**src/rtl/unified_mem_arbiter_pkg.sv**
```systemverilog
// Shared types and parameter defaults for the unified instruction/data memory arbiter.
package unified_mem_arbiter_pkg;

  localparam int ADDR_W_DEF     = 6;
  localparam int DATA_W_DEF     = 32;
  localparam int STARVE_MAX_DEF = 2;

  typedef enum logic [1:0] {
    IDLE  = 2'd0,
    ISSUE = 2'd1,
    RESP  = 2'd2
  } state_e;

  typedef enum logic {
    OWN_IF = 1'b0,
    OWN_D  = 1'b1
  } owner_e;

  // Counter width able to hold 0..max, never narrower than one bit.
  function automatic int cnt_w(input int max);
    return (max < 2) ? 1 : $clog2(max + 1);
  endfunction

endpackage

```
**src/rtl/unified_mem_arbiter_pick.sv**
```systemverilog
// Fetch/data priority select with a saturating fetch-starvation counter.
module mem_arb_pick
  import unified_mem_arbiter_pkg::*;
#(
  parameter int STARVE_MAX = STARVE_MAX_DEF
) (
  input  logic clk,
  input  logic rst,
  input  logic if_req,
  input  logic d_req,
  input  logic grant,
  output logic grant_d,
  output logic grant_if
);

  localparam int            CW    = cnt_w(STARVE_MAX);
  localparam logic [CW-1:0] MAX_C = CW'(STARVE_MAX);

  logic [CW-1:0] r_starve;

  // Data normally wins; a fetch that has watched STARVE_MAX data grants goes next.
  assign grant_if = if_req & (~d_req | (r_starve == MAX_C));
  assign grant_d  = d_req & ~grant_if;

  always_ff @(posedge clk or negedge rst) begin
    if (!rst) begin
      r_starve <= '0;
    end else if (!if_req) begin
      r_starve <= '0;
    end else if (grant) begin
      if (grant_if)               r_starve <= '0;
      else if (r_starve != MAX_C) r_starve <= r_starve + CW'(1);
    end
  end

endmodule

```
**src/rtl/unified_mem_arbiter.sv**
```systemverilog
// Shares one synchronous memory port between instruction fetch and data access,
// one access per three cycles: IDLE samples, ISSUE drives the port, RESP returns data.
module unified_mem_arbiter
  import unified_mem_arbiter_pkg::*;
#(
  parameter int ADDR_W     = ADDR_W_DEF,
  parameter int DATA_W     = DATA_W_DEF,
  parameter int STARVE_MAX = STARVE_MAX_DEF
) (
  input  logic              clk,
  input  logic              rst,
  input  logic              if_req,
  input  logic [ADDR_W-1:0] if_addr,
  output logic [DATA_W-1:0] if_rdata,
  output logic              if_valid,
  input  logic              d_req,
  input  logic              d_we,
  input  logic [ADDR_W-1:0] d_addr,
  input  logic [DATA_W-1:0] d_wdata,
  output logic [DATA_W-1:0] d_rdata,
  output logic              d_valid,
  output logic              mem_en,
  output logic              mem_we,
  output logic [ADDR_W-1:0] mem_addr,
  output logic [DATA_W-1:0] mem_wdata,
  input  logic [DATA_W-1:0] mem_rdata,
  output logic              stall_if,
  output logic              stall_d
);

  state_e r_state;
  owner_e r_own;
  logic   r_own_we;
  logic   w_grant, w_grant_d, w_grant_if;

  assign w_grant  = (r_state == IDLE) & (if_req | d_req);
  assign stall_if = if_req & ~if_valid;
  assign stall_d  = d_req & ~d_valid;

  mem_arb_pick #(
    .STARVE_MAX (STARVE_MAX)
  ) u_pick (
    .clk      (clk),
    .rst      (rst),
    .if_req   (if_req),
    .d_req    (d_req),
    .grant    (w_grant),
    .grant_d  (w_grant_d),
    .grant_if (w_grant_if)
  );

  always_ff @(posedge clk or negedge rst) begin
    if (!rst) begin
      r_state   <= IDLE;
      r_own     <= OWN_IF;
      r_own_we  <= 1'b0;
      mem_en    <= 1'b0;
      mem_we    <= 1'b0;
      mem_addr  <= '0;
      mem_wdata <= '0;
      if_rdata  <= '0;
      d_rdata   <= '0;
      if_valid  <= 1'b0;
      d_valid   <= 1'b0;
    end else begin
      if_valid <= 1'b0;
      d_valid  <= 1'b0;
      case (r_state)
        IDLE: begin
          if (w_grant) begin
            r_state <= ISSUE;
            mem_en  <= 1'b1;
            if (w_grant_d) begin
              r_own     <= OWN_D;
              r_own_we  <= d_we;
              mem_we    <= d_we;
              mem_addr  <= d_addr;
              mem_wdata <= d_wdata;
            end else begin
              // Fetches leave mem_wdata untouched.
              r_own    <= OWN_IF;
              r_own_we <= 1'b0;
              mem_we   <= 1'b0;
              mem_addr <= if_addr;
            end
          end
        end
        ISSUE: begin
          r_state <= RESP;
          mem_en  <= 1'b0;
          mem_we  <= 1'b0;
        end
        RESP: begin
          r_state <= IDLE;
          if (r_own == OWN_D) begin
            d_valid <= 1'b1;
            if (!r_own_we) d_rdata <= mem_rdata;
          end else begin
            if_valid <= 1'b1;
            if_rdata <= mem_rdata;
          end
        end
        default: r_state <= IDLE;
      endcase
    end
  end

endmodule

```
**config.mk**
```make
export PLATFORM = sky130hd
export DESIGN_NAME = unified_mem_arbiter
export DESIGN_NICKNAME = d
export VERILOG_FILES = /design/src/rtl/unified_mem_arbiter_pkg.sv /design/src/rtl/unified_mem_arbiter_pick.sv /design/src/rtl/unified_mem_arbiter.sv
export SDC_FILE = /design/constraint.sdc
export NUM_CORES = 1
export LEC_CHECK = 0
export CELL_PAD_IN_SITES_DETAIL_PLACEMENT = 2
export CELL_PAD_IN_SITES_GLOBAL_PLACEMENT = 2
export CORE_UTILIZATION = 28
export CTS_CLUSTER_DIAMETER = 120
export CTS_CLUSTER_SIZE = 25
export DETAILED_ROUTE_END_ITERATION = 16
export PLACE_DENSITY = 0.83
export RECOVER_POWER = 25
export SLEW_MARGIN = 20
export SYNTH_ARGS = -nofsm -noshare
export SYNTH_HDL_FRONTEND = slang
export SYNTH_HIERARCHICAL = 1
export SYNTH_SLANG_ARGS = --single-unit
```
**constraint.sdc**
```tcl
create_clock -name clk -period 2.1 [get_ports clk]
set_input_delay 0.63 -clock clk [delete_from_list [all_inputs] [get_ports clk]]
set_output_delay 0.63 -clock clk [all_outputs]
set_load 0.03 [all_outputs]
```
==> flow_results.org, run 1 <==
** Run status
- Run status :: complete, no violations

** Critical path
- The setup path with the least slack is of type flip-flop to output pin.
- Data required time of the worst path :: 1.47 ns
- The signal on the critical path passes through clkdlybuf4s50_1.
- Counting both buffers and inverters, the worst setup path holds a total of 1.
- Of all nets on the critical path, the largest fanout is 2.
- CP max stage delay :: 0.70 ns
- The worst setup path is launched from a flip-flop.
- Top Family by Delay on Critical Path :: buffers and inverters
- Data arrives at the worst endpoint at 1.42 ns.
- Nature of the critical path endpoint :: output pin
- CP max stage cell :: clkdlybuf4s50_1

** Global routing
- Global routing finished with a remaining overflow of 0.
- The via count of the first global-routing pass came to 3498.
- The first global-routing pass estimated 19180 um of wire.
- Largest net degree at the start of global routing :: 34
- GRT Overall Usage :: 15.39%
- The number of antenna violations at the first check in global routing came to 0.

** STA
- Final Setup Violations :: 0
- Final Skew :: 0.005094 ns
- Post-Route Setup TNS :: 0 ns
- Final period utilization :: 97.77%
- Setup repair after global routing left no endpoint under its margin.
- Worst slew pin tran :: 0.8367 ns
- Headroom to the max-slew limit :: 44.22%
- Highest attainable clock frequency :: 0.4870 GHz
- Subtracting the final worst setup slack from the clock period gives 2.053 ns.
- The number of max-slew violations in the final report was 0.
- The tightest hold path in the finished design has a slack of 0.3668 ns.
- The number of hold violations in the final report is 0.

** Finish
- Synthesis-to-layout area growth :: 55.85%
- Number of diodes added for antenna fixing :: 0
- Layout Utilization :: 45.24%
- In the final design database the tool counted 545 nets.
- The filler cells instantiated in the layout total 1507.
- Layout cells sized above 1 :: 30.56%

** Drt
- Average routed wire per standard cell :: 17.95 um
- TritonRoute pass-1 iters :: 2
- Wires add up to 12190 um.
- Dividing the detail-routed via count by the number of cells gives 4.380.
- The count of nets left with antenna violations once routing finished came out at 0.
- Total via count after detailed routing :: 2974
- For this block, the initial DRC count from the detailed router was 76.
- In the routed design, unresolved DRC markers number 0.

** Clock network
- Clock sink count :: 112
- The tree is rooted in a clkbuf_16.
- Counting along the longest clock path gives a buffer depth of 2.
- The clock tree synthesis step divided the H-tree into 3 levels.
- Clock input transition at the sequential cells of the worst setup and hold paths :: 0.07 ns
- TritonCTS built the clock tree.
- The number of clock buffers added by TritonCTS is 9.
- CTS hold repair buffers :: 0
- The clock reaches the later pin of the worst-skew pair after 0.35 ns.
- Setup fix buffers added after clock tree synthesis :: 0

** Pwr
- Cell area power density :: 1757 nW/um2
- Proportion of power drawn by combinational gates :: 53.0%
- Net switching is 38.76% of the power.
- Leakage power of the design :: 0.002942 uW
- Power Internal :: 7510 uW
- Max IR drop VDD :: 0.8447 mV
- Net switching power :: 4753 uW
- Summing internal, switching and leakage power gives 12260 uW.
- Part of the power in registers :: 31.6%
- The clock network accounts for 15.4% of the total power.

** Die
- Measured along the y axis, the die boundary spans 128.5 um.
- In this run the horizontal extent of the chip is 128.5 um.
- Row generation in the floorplan step produced 45 rows.
- Die area :: 16500 um2
- The core region is 15430 um2.
- Starting Density :: 29.03%
- For this design the top-level I/O count stands at 189.

** Yosys
- Net count after synthesis :: 342
- Mean Syn Cell Area :: 17.22 um2
- Number of instances in the synthesized netlist :: 260
- The synthesized netlist occupies a cell area of 4478 um2.
- The Yosys step of the flow raised 6 warnings.

** Place
- Number of input and output port buffers inserted :: 188
- Routability Congestion :: 0.7066
- The HPWL after detailed placement is 9214 um.

** Worst hold path
- Hold WC Path Type :: input pin to asynchronous set/reset pin

** Run
- # Max-Cap Violations :: 0
through the flow:
stage          cells  worst slack, ns  area (um2)
6_report         679          0.04677        6979
3_5_place_dp     663          -0.4657        6676
2_1_floorplan    260           0.1268        4478
3_3_place_gp     663          -0.3384        6676
4_1_cts          679         0.006976        7014
5_1_grt          679         0.001308        6979
cell usage in the layout (no fill, tap or decap), types with 3 or more instances in the layout:
master,instances
mux2_2,77
clkbuf_16,9
clkdlybuf4s50_1,181
inv_1,3
clkbuf_1,3
clkbuf_2,3
buf_4,8
nor2b_1,4
dfrtp_1,112
buf_12,3
mux2_4,30
per-layer routing:
metal  share of wire (%)  vias up  routed length (um)  track usage, %
met3                 9.2        9                1118           6.195
met2                  50      126                6058           26.10
met5                   0        -                   0               0
met4                 1.3        0                 153           4.983
li1                    -     1318                   -               -
met1                  40     1521                4859           17.70
sequential cells by signal (all words and copies together), names as in the netlist, 2 cells and up:
register         flops
d_rdata             32
if_rdata            32
mem_wdata           32
mem_addr             6
r_state              2
u_pick/r_starve      2
final cells by class:
cell class / instances / area [um2] / area share (%)
multi-input combinational: 133 / 1545 / 22.14
clock inverter: 4 / 76.32 / 1.094
sequential: 112 / 2803 / 40.16
clock buffer: 12 / 256.5 / 3.675
tap: 211 / 264.0 / 3.783
inverter: 4 / 15.01 / 0.2151
timing repair buffer: 203 / 2019 / 28.94
path summary, 6_finish.rpt:
kind / to / slack, ns / cells after the start / start
worst max-delay path: d_rdata[19] / 0.05 / 1 / d_rdata[19]
min in group clk: mem_wdata[30] / 0.49 / 1 / mem_wdata[30]
max in group asynchronous: mem_addr[3] / 0.40 / 2 / rst
worst min register to register: mem_wdata[30] / 0.49 / 1 / mem_wdata[30]
worst max register to register: mem_wdata[0] / 0.15 / 6 / u_pick/r_starve[0]
worst min-delay path: d_rdata[17] / 0.37 / 1 / rst
what timing repair did:
action	4_1_cts	5_1_grt
setup endpoints to repair	34	34
gates resized for setup	4	3
cloned	0	0
power groups by stage:
stage / Clock [uW] / Sequential [uW] / Combinational [uW]
6_report: 1880 / 3880 / 6500
5_1_grt: 2030 / 4020 / 6810
4_1_cts: 1970 / 3910 / 6610
3_5_place_dp: 0 / 3930 / 6590
3_3_place_gp: 0 / 3820 / 6440
2_1_floorplan: 0 / 5870 / 1740
(Power assumes the default switching activity.)
==> inputs of run 2 (changes only) <==
--- a/config.mk
+++ b/config.mk
@@ -9,3 +9,4 @@
 export CELL_PAD_IN_SITES_GLOBAL_PLACEMENT = 2
-export CORE_UTILIZATION = 28
+export CORE_UTILIZATION = 29
+export CTS_BUF_LIST = sky130_fd_sc_hd__clkbuf_8
 export CTS_CLUSTER_DIAMETER = 120
@@ -13,3 +14,3 @@
 export DETAILED_ROUTE_END_ITERATION = 16
-export PLACE_DENSITY = 0.83
+export PLACE_DENSITY = 0.86
 export RECOVER_POWER = 25
==> constraint.sdc (replaced) <==
create_clock -name clk -period 2.1 [get_ports clk]
set_input_delay 0.315 -clock clk [delete_from_list [all_inputs] [get_ports clk]]
set_output_delay 0.315 -clock clk [all_outputs]
set_load 0.005 [all_outputs]
==> run 2 against run 1 <==
Against the previous run: first-iteration DRC count is 6.6% higher; largest power group unchanged; register-to-register slack about the same; core utilization fell by 0.19 points; largest cell class unchanged; combinational power down 31%; clock power shrank 21%; non-clock buffer count shrank 4; final area down 2.2%; sequential share of layout area increased by 0.92 points; highest routed layer unchanged.
==> flow_results.org, run 2 (same netlist as run 1, synthesis figures left out) <==
** Die
- Std cell rows :: 45
- For this configuration, the core starts out at a cell density of 29.57%.
- The die covers 15940 um2.
- Horiz. Die Dim :: 126.3 um
- Top Ports :: 189
- The die is 126.3 um tall.
- The core region is 15150 um2.

** Drt
- Total via count after detailed routing :: 2954
- Vias per cell :: 4.531
- Number of violations reported at the end of detailed-routing iteration 0 :: 81
- Total Routed Length :: 12550 um
- Total DRC errors in the routed layout :: 0
- Average routed wire per standard cell :: 19.25 um
- The count of nets left with antenna violations once routing finished came out at 0.
- TritonRoute pass-1 iters :: 4

** Global routing
- Overflow left after global routing :: 0
- The first global-routing pass estimated 20020 um of wire.
- Number of global-route vias before repair :: 3479
- Entering global routing, the biggest net connects 67 pins.
- Number of antenna violations at the first check in global routing :: 0
- GRT Overall Usage :: 16.48%

** Clock network
- Clock input transition at the sequential cells of the worst setup and hold paths :: 0.10 ns
- CTS built an H-tree with a depth of 3.
- The clock drives 112 sinks.
- The tree is rooted in a clkbuf_8.
- After clock tree synthesis, the repair step resized 0 gates.
- Worst-skew pair later-pin latency :: 0.37 ns
- TritonCTS clock tree :: built
- After clock tree synthesis, the flow added hold-fix buffers numbering 1.
- TritonCTS buffer count :: 9
- Setup fix buffers added after clock tree synthesis :: 0
- The longest clock path from root to sink contains 2 buffers.

** STA
- Final count of hold timing violations :: 0
- Smallest setup slack after layout :: 0.1624 ns
- Unrepaired setup endpoints after global routing :: no
- Across the routed clock network, the largest skew measured is 0.01205 ns.
- Setup violations remaining at the end of the flow were counted as 0.
- Subtracting the final worst setup slack from the clock period gives 1.938 ns.
- Worst slew pin tran :: 1.200 ns
- Headroom to the max-slew limit :: 19.97%
- Timing would allow up to 0.5161 GHz.
- The number of max-slew violations in the final report was 0.
- Final period utilization :: 92.27%

** Critical path
- WS Path Type :: flip-flop to flip-flop
- Startpoint of the most critical register-to-register path :: u_pick/r_starve[0]
- The endpoint identified for the worst register-to-register timing path is mem_wdata[29].
- Nature of the critical path endpoint :: flip-flop
- Together, buffers and inverters on the worst path number 2.
- Data arrives at the worst endpoint at 2.19 ns.
- Walking the worst path, the cells encountered are inv_1 -> ha_1 -> a21boi_0 -> nor4b_4 -> buf_12 -> mux2_2.
- Worst-case register-to-register setup slack :: 0.16 ns
- In this run the worst path has a maximum fanout of 33.
- The largest individual stage delay along the critical path comes from the cell dfrtp_1.
- Worst Setup Start Kind :: flip-flop
- CP max stage delay :: 0.37 ns
- Data required time of the worst path :: 2.35 ns
- Top Family by Delay on Critical Path :: flip-flops
- In this run the worst setup path begins at u_pick/r_starve[0].
- Worst setup path endpoint :: mem_wdata[29]
- Worst Reg2Reg Path Length in Cells :: 6
- Logic depth of the worst setup path including buffers :: 6

** Finish
- After filler insertion, the fill cell instance count of the layout stands at 1446.
- Most frequent standard cell in the layout excluding fill and tap cells :: clkdlybuf4s50_1
- The post-route netlist has 28.88% of its cells at a drive strength greater than 1.
- Largest registers :: d_rdata x32, if_rdata x32, mem_wdata x32
- Registers take 2803 um2.
- In the layout the commonest cells are 187 x clkdlybuf4s50_1, 112 x dfrtp_1, 77 x mux2_2, 30 x mux2_4, 9 x clkbuf_8.
- In the final layout, the multi-input gates occupy 1545 um2.
- Summing all non-filler instances in the final layout gives an area of 6823 um2.
- Net count of the finished layout :: 541
- The area growth from synthesis to layout is 52.36%.
- Number of diodes added for antenna fixing :: 0

** Worst hold path
- Hold WC Path Type :: flip-flop to flip-flop

** Place
- At the placement stage, the worst setup path has a slack of -0.07233 ns.
- Buffers placed on the I/O ports in this run total 188.
- The wire-length estimate of the detail-placed layout is 9297 um.
- Routability Congestion :: 0.6967
- Once placement finished, the instance area stood at 6603 um2.

** Pwr
- Leakage power of the design :: 0.002869 uW
- Internal power comes to 7150 uW.
- IR analysis of the VDD net gives a maximum drop of 0.5060 mV.
- Switching Fraction :: 27.48%
- Proportion of power drawn by combinational gates :: 45.4%
- For this design the ratio of total power to cell area is 1445 nW/um2.
- In this run, flip-flops and latches consume 39.6% of the power.
- Proportion of power drawn by the clock network :: 15.0%
- For this design the total switching power over the nets is 2710 uW.

** Run
- The tool flagged a number of max-cap violations equal to 0.

** Run status
- The run finished with clean final reports.
run 2: changes by cell type in the layout (fill, tap and decap cells not counted), moves of 2 or more:
cell | previous run | this run
dlymetal6s2s_1 | 2 | 0
buf_6 | 2 | 0
clkbuf_8 | 2 | 9
clkdlybuf4s50_1 | 181 | 187
clkbuf_2 | 3 | 1
inv_1 | 3 | 7
clkbuf_1 | 3 | 1
clkbuf_16 | 9 | 0
buf_4 | 8 | 5
dlygate4sd2_1 | 2 | 0
run 2: worst min-delay path by stage:
stage                     cells past startpoint                 end    startpoint  slack, ns
final                                         1        mem_wdata[0]  mem_wdata[0]       0.51
after global routing                          2       mem_wdata[30]   d_wdata[30]       0.52
after CTS                                     3              mem_we           rst       0.50
after detailed placement                      2         mem_addr[3]           rst       0.36
after global placement                        2  u_pick/r_starve[1]           rst       0.35
after floorplan                               0          d_rdata[0]           rst       0.02
run 2: area by class of cell:
cell class                      instances  area share [%]
Clock buffer                            9           1.816
Timing Repair Buffer                  199           29.25
Tap cell                              188           3.448
Sequential cell                       112           41.08
Inverter                                4          0.2201
Multi-Input combinational cell        133           22.65
Clock inverter                          7           1.540
run 2: routing by layer:
layer	vias up	routed length [um]	track usage (%)
met5	-	0	0
met1	1535	4959	19.20
met3	5	681	4.248
li1	1306	-	-
met4	0	115	4.607
met2	108	6794	29.77
run 2: per-stage QoR:
| stage | hold slack, ns | TNS (ns) | cells | utilization [%] | power (uW) |
|---|---|---|---|---|---|
| 2_1_floorplan | 0.01941 | 0 | 260 | - | 5629 |
| 3_3_place_gp | 0.3481 | -0.8887 | 635 | 43.59 | 8210 |
| 3_5_place_dp | 0.3616 | -2.054 | 635 | 43.59 | 8501 |
| 4_1_cts | 0.4965 | 0 | 652 | 45.17 | 10060 |
| 5_1_grt | 0.5234 | 0 | 652 | 45.05 | 10440 |
| 6_report | 0.5132 | 0 | 652 | 45.05 | 9859 |
run 2: power groups by stage:
stage                     Sequential, uW  Combinational (uW)  Clock, uW
after floorplan                     3890                1730          0
after global placement              3830                4380          0
after detailed placement            3950                4550          0
after CTS                           3930                4570       1550
after global routing                4040                4770       1630
final                               3900                4480       1480
==> variant (settings of run 2) <==
The 3 states of `state_e` get a one-hot encoding in 3 bits.
--- a/src/rtl/unified_mem_arbiter_pkg.sv
+++ b/src/rtl/unified_mem_arbiter_pkg.sv
@@ -5,10 +5,10 @@
   localparam int DATA_W_DEF     = 32;
   localparam int STARVE_MAX_DEF = 2;
 
-  typedef enum logic [1:0] {
-    IDLE  = 2'd0,
-    ISSUE = 2'd1,
-    RESP  = 2'd2
+  typedef enum logic [2:0] {
+    IDLE  = 3'b001,
+    ISSUE = 3'b010,
+    RESP  = 3'b100
   } state_e;
 
   typedef enum logic {
Check against the original RTL: no difference found for any inputs over 4 cycles, from zero or initial values and one cycle with rst low; so few cycles prove little.
==> variant against run 2 <==
Power up 1.8%. Count of clock-buffer cells in the layout grew 13. First-iteration DRC count decreased by 11%. Cell area rose by 3.1%. Critical path depth is 2 lower. Routed wire length is 3.6% higher. Worst setup slack gained 0.050 ns. Global-route usage up 0.87 points. Sequential cell count up 1. Clock skew fell by 0.0047 ns. Synthesized area increased by 0.61%. Utilization up 1.2 points. Fmax is 2.6% higher. Highest routed layer unchanged.
==> variant: results (changes against run 2) <==
- Max FO, Critical Path: 3 (-91%)
- CP arrival: 1.57 ns (-0.62 ns)
- Net Sw Frac: 0.274 (-0.00103)
- Status: completed
- Met3 Wirelength: 1100 µm (+61%)
- Clk_lat worst skew: 0.43 ns (+0.06 ns)
- CTS clk-pin slew, worst paths: 0.06 ns (-0.04 ns)
- Dpl ws: -0.0726 ns (-0.000295 ns)
- Syn nets: 346 (+1.2%)
- Post-Route WL: 13,000 µm (+3.6%)
- NumNets Final: 550 (+1.7%)
- Met3 Use GR: 0.0738 (+0.0313)
- Pin count of the biggest net entering global routing: 114 (+70%)
- Peak per-stage delay on the critical path: 0.51 ns (+0.14 ns)
- M1 WL: 4940 µm (-0.38%)
- Post-DP HPWL: 9210 µm (-0.93%)
- TritonRoute pass-1 iters: 3 (-1)
- Fraction of layout cells with a size suffix above 1: 0.314 (+0.0251)
- Avg Vias per Cell: 4.57 (+0.96%)
- Worst VDD drop: 0.000518 V (+2.4%)
- CP max-delay cell: clkdlybuf4s50_1
- Global Route Usage Sum: 0.173 (+0.00866)
- Grt met2 use: 0.311 (+0.0133)
- Worst Tran Pin Value: 1.44 ns (+0.240 ns)
- Fill cells: 1,443 (-0.21%)
- Met2 WL: 6760 µm (-0.53%)
- Worst Hold Class: input pin to flop
- H-tree depth: 4 (+1)
- Kind of cell adding the most delay to the critical path: buffers and inverters
- Drt initial violations: 72 (-11%)
- Leakage: 3.02 nW (+5.4%)
- Gpl congestion: 0.712 (+2.3%)
- M1 GR Usage: 0.179 (-0.0132)
-- variant: worst reg2reg max path, stage by stage, from the launching register on --
cell and delay [ns]:
dfrtp_1 0.36, inv_1 0.06, ha_1 0.22, a21boi_1 0.20, nor4b_4 0.28, buf_12 0.25
mux2_2 0.39
-- variant: final cells by class --
class / count / area share
Tap cell: 188 / 0.0334
Clock buffer: 22 / 0.0430
Sequential cell: 113 / 0.402
Multi-Input combinational cell: 135 / 0.223
Timing Repair Buffer: 197 / 0.281
Inverter: 4 / 0.00231
Clock inverter: 10 / 0.0155
-- variant: final timing paths --
check / startpoint / to / slack [ns] / cells after the start
setup / recovery: d_req / stall_d / 0.21 / 4
hold / removal: d_wdata[18] / mem_wdata[18] / 0.50 / 2
setup reg to reg: u_pick/r_starve[0] / mem_wdata[19] / 0.22 / 6
hold reg to reg: if_rdata[7] / if_rdata[7] / 0.50 / 1
max in group asynchronous: rst / d_rdata[23] / 0.33 / 3
min in group asynchronous: rst / mem_wdata[23] / 0.87 / 3
-- variant: power by group through the flow --
stage,Sequential (W),Clock (W),Combinational [W]
2_1_floorplan,0.00385,0,0.00147
3_3_place_gp,0.00380,0,0.00396
3_5_place_dp,0.00390,0,0.00414
4_1_cts,0.00390,0.00219,0.00418
5_1_grt,0.00400,0.00226,0.00438
6_report,0.00386,0.00209,0.00409
-- variant: per-stage QoR --
| step | area [µm²] | hold WS [ns] | util | std cells |
|---|---|---|---|---|
| floorplan | 4510 | 0.0194 | - | 264 |
| global placement | 6630 | 0.444 | 0.436 | 636 |
| detailed placement | 6630 | 0.457 | 0.436 | 636 |
| CTS | 7050 | 0.457 | 0.464 | 669 |
| global route | 7040 | 0.465 | 0.463 | 669 |
| finish | 7040 | 0.499 | 0.463 | 669 |
